==> config.mk <==
export PLATFORM = sky130hd
export DESIGN_NAME = ro_entropy_sampler
export DESIGN_NICKNAME = d
export VERILOG_FILES = /design/src/rtl/ro_entropy_sampler.sv
export SDC_FILE = /design/constraint.sdc
export NUM_CORES = 1
export LEC_CHECK = 0
export CAP_MARGIN = 20
export CORE_ASPECT_RATIO = 0.9
export CORE_MARGIN = 2
export CORE_UTILIZATION = 48
export DETAILED_ROUTE_END_ITERATION = 8
export GPL_TIMING_DRIVEN = 0
export PLACE_DENSITY = 0.69
export SLEW_MARGIN = 10
export SYNTH_ARGS = -nofsm -noshare
export SYNTH_HDL_FRONTEND = slang
export SYNTH_SLANG_ARGS = --single-unit
==> constraint.sdc <==
create_clock -name clk -period 2.4 [get_ports clk]
set_input_delay 0.48 -clock clk [delete_from_list [all_inputs] [get_ports clk]]
set_output_delay 0.48 -clock clk [all_outputs]
set_load 0.03 [all_outputs]
==> src/rtl/ro_entropy_sampler.sv <==
// Ring-oscillator entropy harvester: synchronise and XOR the oscillators, decimate,
// von Neumann debias, and pack the surviving bits into words behind a valid/ready handshake.
module ro_entropy_sampler #(
    parameter int unsigned RO_COUNT      = 3,
    parameter int unsigned SYNC_STAGES   = 2,
    parameter int unsigned DECIMATION    = 8,
    parameter int unsigned WARMUP_CYCLES = 16,
    parameter int unsigned WORD_WIDTH    = 8
) (
    input  logic                  clk,
    input  logic                  rstN,
    input  logic                  enable,
    input  logic [RO_COUNT-1:0]   roIn,
    output logic                  roEnable,
    output logic [WORD_WIDTH-1:0] dataOut,
    output logic                  dataValid,
    input  logic                  dataReady,
    output logic                  overflow
);

    localparam int unsigned DecW  = $clog2(DECIMATION + 1);
    localparam int unsigned WarmW = $clog2(WARMUP_CYCLES + 1);
    localparam int unsigned CntW  = $clog2(WORD_WIDTH + 1);

    localparam logic [DecW-1:0]  DecLast  = DecW'(DECIMATION - 1);
    localparam logic [WarmW-1:0] WarmLast = WarmW'(WARMUP_CYCLES - 1);
    localparam logic [CntW-1:0]  CntLast  = CntW'(WORD_WIDTH - 1);

    typedef enum logic [1:0] {StIdle, StWarmup, StRun} state_e;

    state_e                state_q, state_d;
    logic [RO_COUNT-1:0]   sync_q [SYNC_STAGES];
    logic [RO_COUNT-1:0]   sync_d [SYNC_STAGES];
    logic [WarmW-1:0]      warm_q, warm_d;
    logic [DecW-1:0]       dec_q, dec_d;
    logic                  have_first_q, have_first_d;
    logic                  first_q, first_d;
    logic [WORD_WIDTH-1:0] acc_q, acc_d;
    logic [CntW-1:0]       bit_cnt_q, bit_cnt_d;
    logic [WORD_WIDTH-1:0] data_q, data_d;
    logic                  valid_q, valid_d;
    logic                  ovf_q, ovf_d;
    logic                  ro_en_q, ro_en_d;

    logic                  raw_bit;
    logic                  sample;
    logic                  emit;
    logic                  word_done;
    logic [WORD_WIDTH-1:0] new_acc;

    assign raw_bit = ^sync_q[SYNC_STAGES-1];

    always_comb begin
        sync_d[0] = roIn;
        for (int i = 1; i < int'(SYNC_STAGES); i++) begin
            sync_d[i] = sync_q[i-1];
        end
    end

    always_comb begin
        state_d      = state_q;
        warm_d       = warm_q;
        dec_d        = dec_q;
        have_first_d = have_first_q;
        first_d      = first_q;
        acc_d        = acc_q;
        bit_cnt_d    = bit_cnt_q;
        data_d       = data_q;
        valid_d      = valid_q;
        ovf_d        = ovf_q;
        sample       = 1'b0;
        emit         = 1'b0;
        word_done    = 1'b0;
        new_acc      = {acc_q[WORD_WIDTH-2:0], first_q};

        if (!enable) begin
            // Dropping enable discards all partial harvest state; a pending word survives.
            state_d      = StIdle;
            warm_d       = '0;
            dec_d        = '0;
            have_first_d = 1'b0;
            first_d      = 1'b0;
            acc_d        = '0;
            bit_cnt_d    = '0;
            ovf_d        = 1'b0;
        end else begin
            unique case (state_q)
                StIdle: begin
                    state_d = StWarmup;
                    warm_d  = '0;
                end
                StWarmup: begin
                    if (warm_q == WarmLast) begin
                        state_d = StRun;
                        dec_d   = '0;
                    end else begin
                        warm_d = warm_q + 1'b1;
                    end
                end
                StRun: begin
                    if (dec_q == DecLast) begin
                        dec_d  = '0;
                        sample = 1'b1;
                    end else begin
                        dec_d = dec_q + 1'b1;
                    end
                end
                default: state_d = StIdle;
            endcase
        end

        // Von Neumann: a differing pair emits its first bit (10 -> 1, 01 -> 0).
        if (sample) begin
            if (!have_first_q) begin
                have_first_d = 1'b1;
                first_d      = raw_bit;
            end else begin
                have_first_d = 1'b0;
                emit         = (first_q != raw_bit);
            end
        end

        if (emit) begin
            acc_d = new_acc;
            if (bit_cnt_q == CntLast) begin
                word_done = 1'b1;
                bit_cnt_d = '0;
            end else begin
                bit_cnt_d = bit_cnt_q + 1'b1;
            end
        end

        if (word_done && (!valid_q || dataReady)) begin
            data_d  = new_acc;
            valid_d = 1'b1;
        end else if (word_done) begin
            ovf_d = 1'b1;
        end else if (valid_q && dataReady) begin
            valid_d = 1'b0;
        end

        ro_en_d = (state_d != StIdle);
    end

    always_ff @(posedge clk or negedge rstN) begin
        if (!rstN) begin
            state_q      <= StIdle;
            for (int i = 0; i < int'(SYNC_STAGES); i++) begin
                sync_q[i] <= '0;
            end
            warm_q       <= '0;
            dec_q        <= '0;
            have_first_q <= 1'b0;
            first_q      <= 1'b0;
            acc_q        <= '0;
            bit_cnt_q    <= '0;
            data_q       <= '0;
            valid_q      <= 1'b0;
            ovf_q        <= 1'b0;
            ro_en_q      <= 1'b0;
        end else begin
            state_q      <= state_d;
            for (int i = 0; i < int'(SYNC_STAGES); i++) begin
                sync_q[i] <= sync_d[i];
            end
            warm_q       <= warm_d;
            dec_q        <= dec_d;
            have_first_q <= have_first_d;
            first_q      <= first_d;
            acc_q        <= acc_d;
            bit_cnt_q    <= bit_cnt_d;
            data_q       <= data_d;
            valid_q      <= valid_d;
            ovf_q        <= ovf_d;
            ro_en_q      <= ro_en_d;
        end
    end

    assign roEnable  = ro_en_q;
    assign dataOut   = data_q;
    assign dataValid = valid_q;
    assign overflow  = ovf_q;

endmodule
# [Yosys cells after proc, flatten, opt, wreduce, memory -nomap -nowiden]
# Index checks and enable logic that the tools add are counted.
[classes] n_shift=0 n_reduce_logical=11 muxes=34 add_sub_neg=3 div=0 n_eq_ne=13 magnitude_cmp=0 bitwise_logic=0 n_mul=0
[op_table] operator="$mux 4" count=6
[op_table] operator="$mux 1" count=19
[op_table] operator="$mux 7" count=2
[op_table] operator="$mux 5" count=2
[op_table] operator="$pmux 5 s2" count=1
[op_table] operator="$add 4x1->4 const B" count=2
[op_table] operator="$eq 4x3->1 const B" count=2
[op_table] operator="$pmux 4 s2" count=1
[op_table] operator="$ne 2x1->1 const B" count=3
[op_table] operator="$ne 3x1->1 const B" count=2
[op_table] operator="$ne 3x3->1 const B" count=2
[op_table] operator="$pmux 2 s3" count=1
[op_table] operator="$reduce_and 2->1" count=3
[op_table] operator="$add 5x1->5 const B" count=1
[op_table] operator="$eq 5x4->1 const B" count=1
[op_table] operator="$mux 2" count=2
[op_table] operator="$reduce_bool 2->1" count=2
[op_table] operator="$reduce_xor 3->1" count=1
[op_table] operator="$eq 2x1->1 const B" count=1
[op_table] operator="$eq 2x2->1 const B" count=1
[op_table] operator="$logic_and 1x1->1" count=2
[op_table] operator="$logic_not 2->1" count=1
[op_table] operator="$logic_not 1->1" count=1
[op_table] operator="$logic_or 1x1->1" count=1
[op_table] operator="$ne 1x1->1" count=1
[word_totals] reg_bits=41 wordCells=74 ram_bits=0 output_inout_bits=11 romBits=0 in_bits=7 latchBits=0 mem_count=0

# [Depth between registers and ports, before layout]
# Gate-level depths: netlist (run 1).
[logic_depth] word_depth=9 depth_mapped=7 depth_no_buf=7

# [Least setup slack after synthesis (run 1)]
# No wires, ideal clock.
[synth_path] path_kind="register -> register" start="reg dec_q[0]" end="reg bit_cnt_q[2]" path_stages_with_launch=7 path_buffers=1 setup_ns=0.078 required_ns=2.322 t_arrival_ns=1.653 period_less_slack_ns=1.731 slack_ns=0.669 cell_sequence="dfrtp_1 > ha_1 > nand3b_2 > or2_0 > buf_2 > or4_1 > a21oi_1"
[synth_between] elab_chain_cells=6 word_cells_on_any_way=7 cone_classes="eq/ne: 2; mux: 5"
[synth_rtl] item="from (decl)" line="35" rtl="logic [DecW-1:0] dec_q, dec_d;"
[synth_rtl] item="from (signal assigned)" line="152" rtl="dec_q <= '0;"
[synth_rtl] item="from (signal assigned)" line="167" rtl="dec_q <= dec_d;"
[synth_rtl] item="$eq 4x3->1 (*)" line="101" rtl="if (dec_q == DecLast) begin"
[synth_rtl] item="$mux 1 (*)" line="101"
[synth_rtl] item="$mux 1 (*)" line="87" rtl="unique case (state_q)"
[synth_rtl] item="$mux 1 (*)" line="76" rtl="if (!enable) begin"
[synth_rtl] item="$mux 1 (*)" line="113" rtl="if (sample) begin"
[synth_rtl] item="$ne 2x1->1 (no line) or $mux 4 (tied branches)"
[synth_rtl] item="to (signal assigned)" line="171" rtl="bit_cnt_q <= bit_cnt_d;"
[synth_rtl] item="to (decl)" line="39" rtl="logic [CntW-1:0] bit_cnt_q, bit_cnt_d;"
# Mark *: on every way between the ends. The rest lies on a longest branch, timed or not.
# A chain may end at the register's enable or synchronous reset.

# [Worst setup path in the final report (run 1)]
[layout_path] start="in enable" end="reg data_q[5] (netlist: dataOut[5])"
[layout_between] elab_chain_cells=4
[layout_rtl] item="from (decl)" line="12" rtl="input logic enable,"
[layout_rtl] item="$mux 1" line="76"
[layout_rtl] item="$mux 1" line="113"
[layout_rtl] item="$mux 1" line="123" rtl="if (emit) begin"
[layout_rtl] item="$logic_and 1x1->1" line="133" rtl="if (word_done && (!valid_q || dataReady)) begin"
[layout_rtl] item="to (signal assigned)" line="172" rtl="data_q <= data_d;"
[layout_rtl] item="to (decl)" line="40" rtl="logic [WORD_WIDTH-1:0] data_q, data_d;"
# Every way passes these cells.

==> impl_metrics.json, run 1 <==
{
  "avgRoutedWirePerCell_um": 14.1,
  "rsz0062_at_grt": "false",
  "die_area_um2": 4350,
  "ioPinCount": 18,
  "cts_resized": 0,
  "maxCapViolCount": 0,
  "holdBufCountCts": 0,
  "setup_slack_ns": 0.191,
  "cp-startpoint": "enable",
  "pre_cts_ws_ns": -0.0829,
  "synth-async-reset-ratio_pct": 100,
  "grt_pass1_vias": 1279,
  "grt_overflow_total": 0,
  "num_rows": 21,
  "numCtsBuffers": 5,
  "drt-total-wl_mm": 3.30,
  "core_um2": 3700,
  "yosysMostFrequentCell": "dfrtp_1",
  "htreeDepth": 2,
  "synth_edf_count": 0,
  "grt_usage_pct": 17.1,
  "finalWeightedCongestion": 0.736,
  "viasPerCell": 5.57,
  "min_path_type": "in2async",
  "clkTransAtPathRegs_ns": 0.07,
  "fin_skew_ns": 0.00447,
  "ys.flop_type": "dfrtp_1",
  "drt_iter0_markers": 62,
  "area_growth_pct": 19.5,
  "antenna_left": 0,
  "syn_inst": 162,
  "antenna_found_initial": 0,
  "syn-num-nets": 173,
  "reg2regPathDepth": 5,
  "synth.avg_cell_area_um2": 11.4,
  "fin_crit_sh_pct": 92.1,
  "final_layout_size_suffix_gt1_share_pct": 13.8,
  "ys_types": 36,
  "floorplan.initialDensity_pct": 49.7,
  "synthTopCellsByArea": "dfrtp_1, mux2_2, mux2i_1, a21oi_1, ha_1",
  "crit_required_ns": 2.58,
  "path_class": "in2reg",
  "clk_latency_ns": 0.29,
  "nets": 198,
  "peakVddDrop_v": 0.000371,
  "cts_root_buf": "clkbuf_8",
  "relSlewSlack_pct": 64.6,
  "ys_ff_latch": 41,
  "vias": 1304,
  "r2r_start": "bit_cnt_q[0]$_DFFE_PN0P_",
  "min_period_ns": 2.21,
  "timing.rr.end": "dataOut[5]$_DFFE_PN0P_",
  "clock.fmax_mhz": 453,
  "drc": 0,
  "synth_top_area_cell": "dfrtp_1",
  "endpoint": "dataOut[5]$_DFFE_PN0P_",
  "rrSetupSlack_ns": 0.47,
  "hpwl_mm": 2.36,
  "synth_top_area_share_pct": 55.7,
  "critPathCaptureType": "flip-flop",
  "finalHoldViolCount": 0,
  "worstPathArrival_ns": 2.39,
  "drv_slew": 0,
  "grt_pass1_wl_mm": 5.85,
  "hold_slack_ns": 0.0838,
  "ys_seq_area_share_pct": 55.7,
  "critPathLaunchType": "input pin",
  "diodes": 0,
  "fp.dieW_um": 69.3,
  "worst_slew_pin_slew_ns": 0.531,
  "port_buffers": 17,
  "cellLeakagePower_uw": 0.000947,
  "worstPathMaxFanout": 7,
  "dr.pass1.iters": 4,
  "grt_max_degree": 29,
  "ys_warn_count": 0,
  "cts_max_path_buffers": 2,
  "setup_viol": 0,
  "die_y_um": 62.8,
  "pwr_density_cell_nw_per_um2": 608,
  "cts_setup_buffers": 0,
  "cts_tree": "built",
  "outcome": "complete, no violations",
  "cts.sinks": 41,
  "syn_area_um2": 1840,
  "yosys-top-cells-count": "dfrtp_1, nor2_1, nand2_1"
}
## power by group
group          internal [uW]  switching [uW]  total, uW
clock network            339             220        559
registers                699            4.00        703
logic                   31.0            46.5       77.5
total                   1070             271       1340
## critical path, stage by stage
cell and delay [ns]:
clkdlybuf4s50_1 0.67, nand4b_1 0.26, nor4b_2 0.35, nand2_1 0.27
mux2_2 0.34
## per-stage QoR
| stage | utilization (%) | setup TNS (ns) | area (um2) | std cells | power (uW) |
|---|---|---|---|---|---|
| final | 59.4 | 0 | 2200 | 234 | 1340 |
| after global routing | 59.4 | 0 | 2200 | 234 | 1400 |
| after CTS | 59.4 | 0 | 2200 | 234 | 1360 |
| after detailed placement | 56.3 | -0.560 | 2090 | 226 | 795 |
| after global placement | 55.9 | -4.76 | 2070 | 225 | 789 |
| after floorplan | - | 0 | 1840 | 162 | 755 |
## flip-flops by register name (all words and copies together) (netlist names)
register,count
dataValid,1
overflow,1
dataOut,8
have_first_q,1
bit_cnt_q,4
state_q,2
sync_d,3
dec_q,4
first_q,1
sync_q,3
roEnable,1
warm_q,5
acc_q,7
## cells by family after synthesis
| family | Yosys count | share of synthesized area [%] |
|---|---|---|
| AND/OR/NAND/NOR | 56 | 16.2 |
| flip-flops | 41 | 55.7 |
| AO/OA/AOI/OAI | 30 | 9.84 |
| multiplexers | 18 | 10.5 |
| buffers and inverters | 10 | 2.10 |
| adder cells (fa/ha/maj) | 4 | 2.72 |
| XOR/XNOR | 3 | 3.05 |
## worst min path at each step
stage / start / cells past startpoint / slack, ns / endpoint
after detailed placement: sync_d[1]$_DFF_PN0_ / 0 / 0.34 / sync_q[1]$_DFF_PN0_
after floorplan: rstN / 0 / 0.18 / acc_q[0]$_DFFE_PN0P_
after CTS: rstN / 1 / 0.09 / bit_cnt_q[3]$_DFFE_PN0P_
after global placement: sync_d[1]$_DFF_PN0_ / 0 / 0.33 / sync_q[1]$_DFF_PN0_
after global routing: rstN / 1 / 0.09 / bit_cnt_q[3]$_DFFE_PN0P_
final: rstN / 1 / 0.08 / bit_cnt_q[3]$_DFFE_PN0P_
## per-layer routing
layer  part of all wire [%]  GRT usage, %  vias up
met1                     49          22.7      647
met5                      0             0        -
met3                    3.6          4.52        7
met4                    1.5          7.35        0
met2                     46          26.4       25
li1                       -             -      625
## cell usage in the layout (no fill, tap or decap), drive strengths merged, types with 5 or more instances in the layout
master / Yosys / routed
mux2: 10 / 10
nand3: 5 / 5
clkdlybuf4s50: 0 / 16
nor2: 14 / 14
dfrtp: 41 / 41
o21ai: 8 / 8
inv: 5 / 5
mux2i: 8 / 8
nand2: 12 / 12
a21oi: 10 / 10
clkbuf: 4 / 11
## final cells by class
| type | instances | area (um2) |
|---|---|---|
| buffer | 5 | 20.0 |
| clock buffer | 7 | 86.3 |
| clock inverter | 1 | 30.0 |
| fill | 307 | 1500 |
| inverter | 5 | 18.8 |
| multi-input combinational | 111 | 778 |
| sequential | 41 | 1030 |
| tap | 46 | 57.6 |
| timing repair buffer | 18 | 185 |
Power figures use the tool's default switching activity.
==> run 2: changes to the inputs <==
--- a/config.mk
+++ b/config.mk
@@ -8,10 +8,10 @@
 export CAP_MARGIN = 20
 export CORE_ASPECT_RATIO = 0.9
 export CORE_MARGIN = 2
-export CORE_UTILIZATION = 48
+export CORE_UTILIZATION = 35
 export DETAILED_ROUTE_END_ITERATION = 8
 export GPL_TIMING_DRIVEN = 0
-export PLACE_DENSITY = 0.69
+export PLACE_DENSITY = 0.53
 export SLEW_MARGIN = 10
 export SYNTH_ARGS = -nofsm -noshare
 export SYNTH_HDL_FRONTEND = slang
==> impl_metrics.json, run 2 (synthesized netlist as in run 1, its figures left out) <==
{
  "hpwl_mm": 2.58,
  "p_total_uw": 1280,
  "core_um2": 5160,
  "fin_tns_setup_ns": 0,
  "grt_usage_pct": 14.2,
  "viasPerCell": 5.04,
  "cts_root_buf": "clkbuf_8",
  "floorplan.initialDensity_pct": 35.7,
  "numCtsBuffers": 5,
  "min_period_ns": 2.13,
  "critPathCaptureType": "flip-flop",
  "cts.sinks": 41,
  "fin_crit_sh_pct": 88.7,
  "cts_max_path_buffers": 2,
  "grt_max_degree": 25,
  "finalWeightedCongestion": 0.761,
  "worstPathArrival_ns": 2.31,
  "dr.pass1.iters": 4,
  "clkTransAtPathRegs_ns": 0.08,
  "drt_iter0_markers": 67,
  "cts_resized": 0,
  "outcome": "complete, no violations",
  "cp_cell_sequence": "clkdlybuf4s50_1 -> nand4b_1 -> nor4b_2 -> nand2_1 -> mux2_2",
  "path_buf_inv": 1,
  "clk_latency_ns": 0.29,
  "antenna_found_initial": 0,
  "path_class": "in2reg",
  "die_area_um2": 5860,
  "drt-total-wl_mm": 3.58,
  "diodes": 0,
  "ff_latch_area_um2": 1030,
  "worstPathMaxFanout": 7,
  "worst_slew_pin_slew_ns": 0.510,
  "area_growth_pct": 20.5,
  "num_rows": 25,
  "die_y_um": 72.8,
  "nets": 198,
  "drv_slew": 0,
  "grt_pass1_wl_mm": 6.14,
  "vias": 1285,
  "fp.dieW_um": 80.5,
  "avgRoutedWirePerCell_um": 14.0,
  "crit_required_ns": 2.58,
  "largest_reg_flops": 8,
  "antenna_left": 0,
  "ioPinCount": 18,
  "cts_tree": "built",
  "multiInputGateArea_um2": 778,
  "critical-path-max-stage-delay_ns": 0.62,
  "setup_slack_ns": 0.271,
  "pre_cts_ws_ns": -0.0248,
  "critPathTopFamily": "simple AND/OR/NAND/NOR gates",
  "maxCapViolCount": 0,
  "rsz0062_at_grt": "false",
  "setup_viol": 0,
  "drc": 0,
  "final_cell_mix": "dfrtp_1, clkdlybuf4s50_1, nor2_1, nand2_1",
  "port_buffers": 17,
  "grt_overflow_total": 0,
  "cellLeakagePower_uw": 0.000946,
  "relSlewSlack_pct": 66.0,
  "final_layout_size_suffix_gt1_share_pct": 14.4,
  "htreeDepth": 2,
  "fin_skew_ns": 0.00480,
  "cts_setup_buffers": 0,
  "pwr_density_cell_nw_per_um2": 574,
  "finalHoldViolCount": 0,
  "layout_commonest_cell": "dfrtp_1",
  "critPathSlowestCell": "clkdlybuf4s50_1",
  "min_path_type": "in2async",
  "peakVddDrop_v": 0.000358,
  "holdBufCountCts": 0,
  "critPathLaunchType": "input pin",
  "fillers": 496,
  "grt_pass1_vias": 1301,
  "clock.fmax_mhz": 470
}
run 2: changes by cell type in the layout (fill, tap and decap cells not counted), sizes merged:
cell / delta
bufinv: -1
clkinv: +1
run 2: power by group:
group / switching, uW / leakage (uW) / internal (uW)
registers: 4.02 / 0.000548 / 698
clock network: 234 / 0.0000542 / 260
logic: 46.7 / 0.000344 / 32.3
run 2: worst register-to-register path, stage by stage (launching register included):
cell      delay [ns]
dfrtp_1         0.40
ha_1            0.21
nand3b_2        0.18
nor4b_2         0.41
nand2_1         0.29
mux2_2          0.34
run 2: per-layer routing:
metal  part of all wire (%)  track usage [%]
met1                     48             19.2
met2                     47             20.5
met3                    2.9             4.21
met4                    2.2             7.91
met5                      0                0
run 2: through the flow:
stage | hold WS [ns] | utilization, % | instances | instance area, um2
2_1_floorplan | 0.184 | - | 162 | 1840
3_3_place_gp | 0.333 | 40.6 | 246 | 2100
3_5_place_dp | 0.340 | 41.1 | 247 | 2120
4_1_cts | 0.124 | 43.0 | 255 | 2220
5_1_grt | 0.139 | 43.0 | 255 | 2220
6_report | 0.129 | 43.0 | 255 | 2220
run 2: worst paths after layout:
path                                           start                  endpoint  slack (ns)  cells past startpoint
worst max-delay path                          enable    dataOut[6]$_DFFE_PN0P_        0.27                      5
worst min-delay path                            rstN  bit_cnt_q[3]$_DFFE_PN0P_        0.13                      1
worst max register to register  dec_q[0]$_DFFE_PN0P_    dataOut[6]$_DFFE_PN0P_        0.45                      5
worst min register to register   sync_d[2]$_DFF_PN0_       sync_q[2]$_DFF_PN0_        0.35                      0
max in group asynchronous                       rstN       sync_q[1]$_DFF_PN0_        1.79                      2
min in group clk                 sync_d[2]$_DFF_PN0_       sync_q[2]$_DFF_PN0_        0.35                      0
run 2: cell type report:
| class | count | area share (%) |
|---|---|---|
| inverter | 5 | 0.845 |
| multi-input combinational | 111 | 35.0 |
| clock buffer | 7 | 4.34 |
| sequential | 41 | 46.2 |
| clock inverter | 1 | 0.225 |
| buffer | 5 | 0.901 |
| tap | 67 | 3.77 |
| timing repair buffer | 18 | 8.68 |
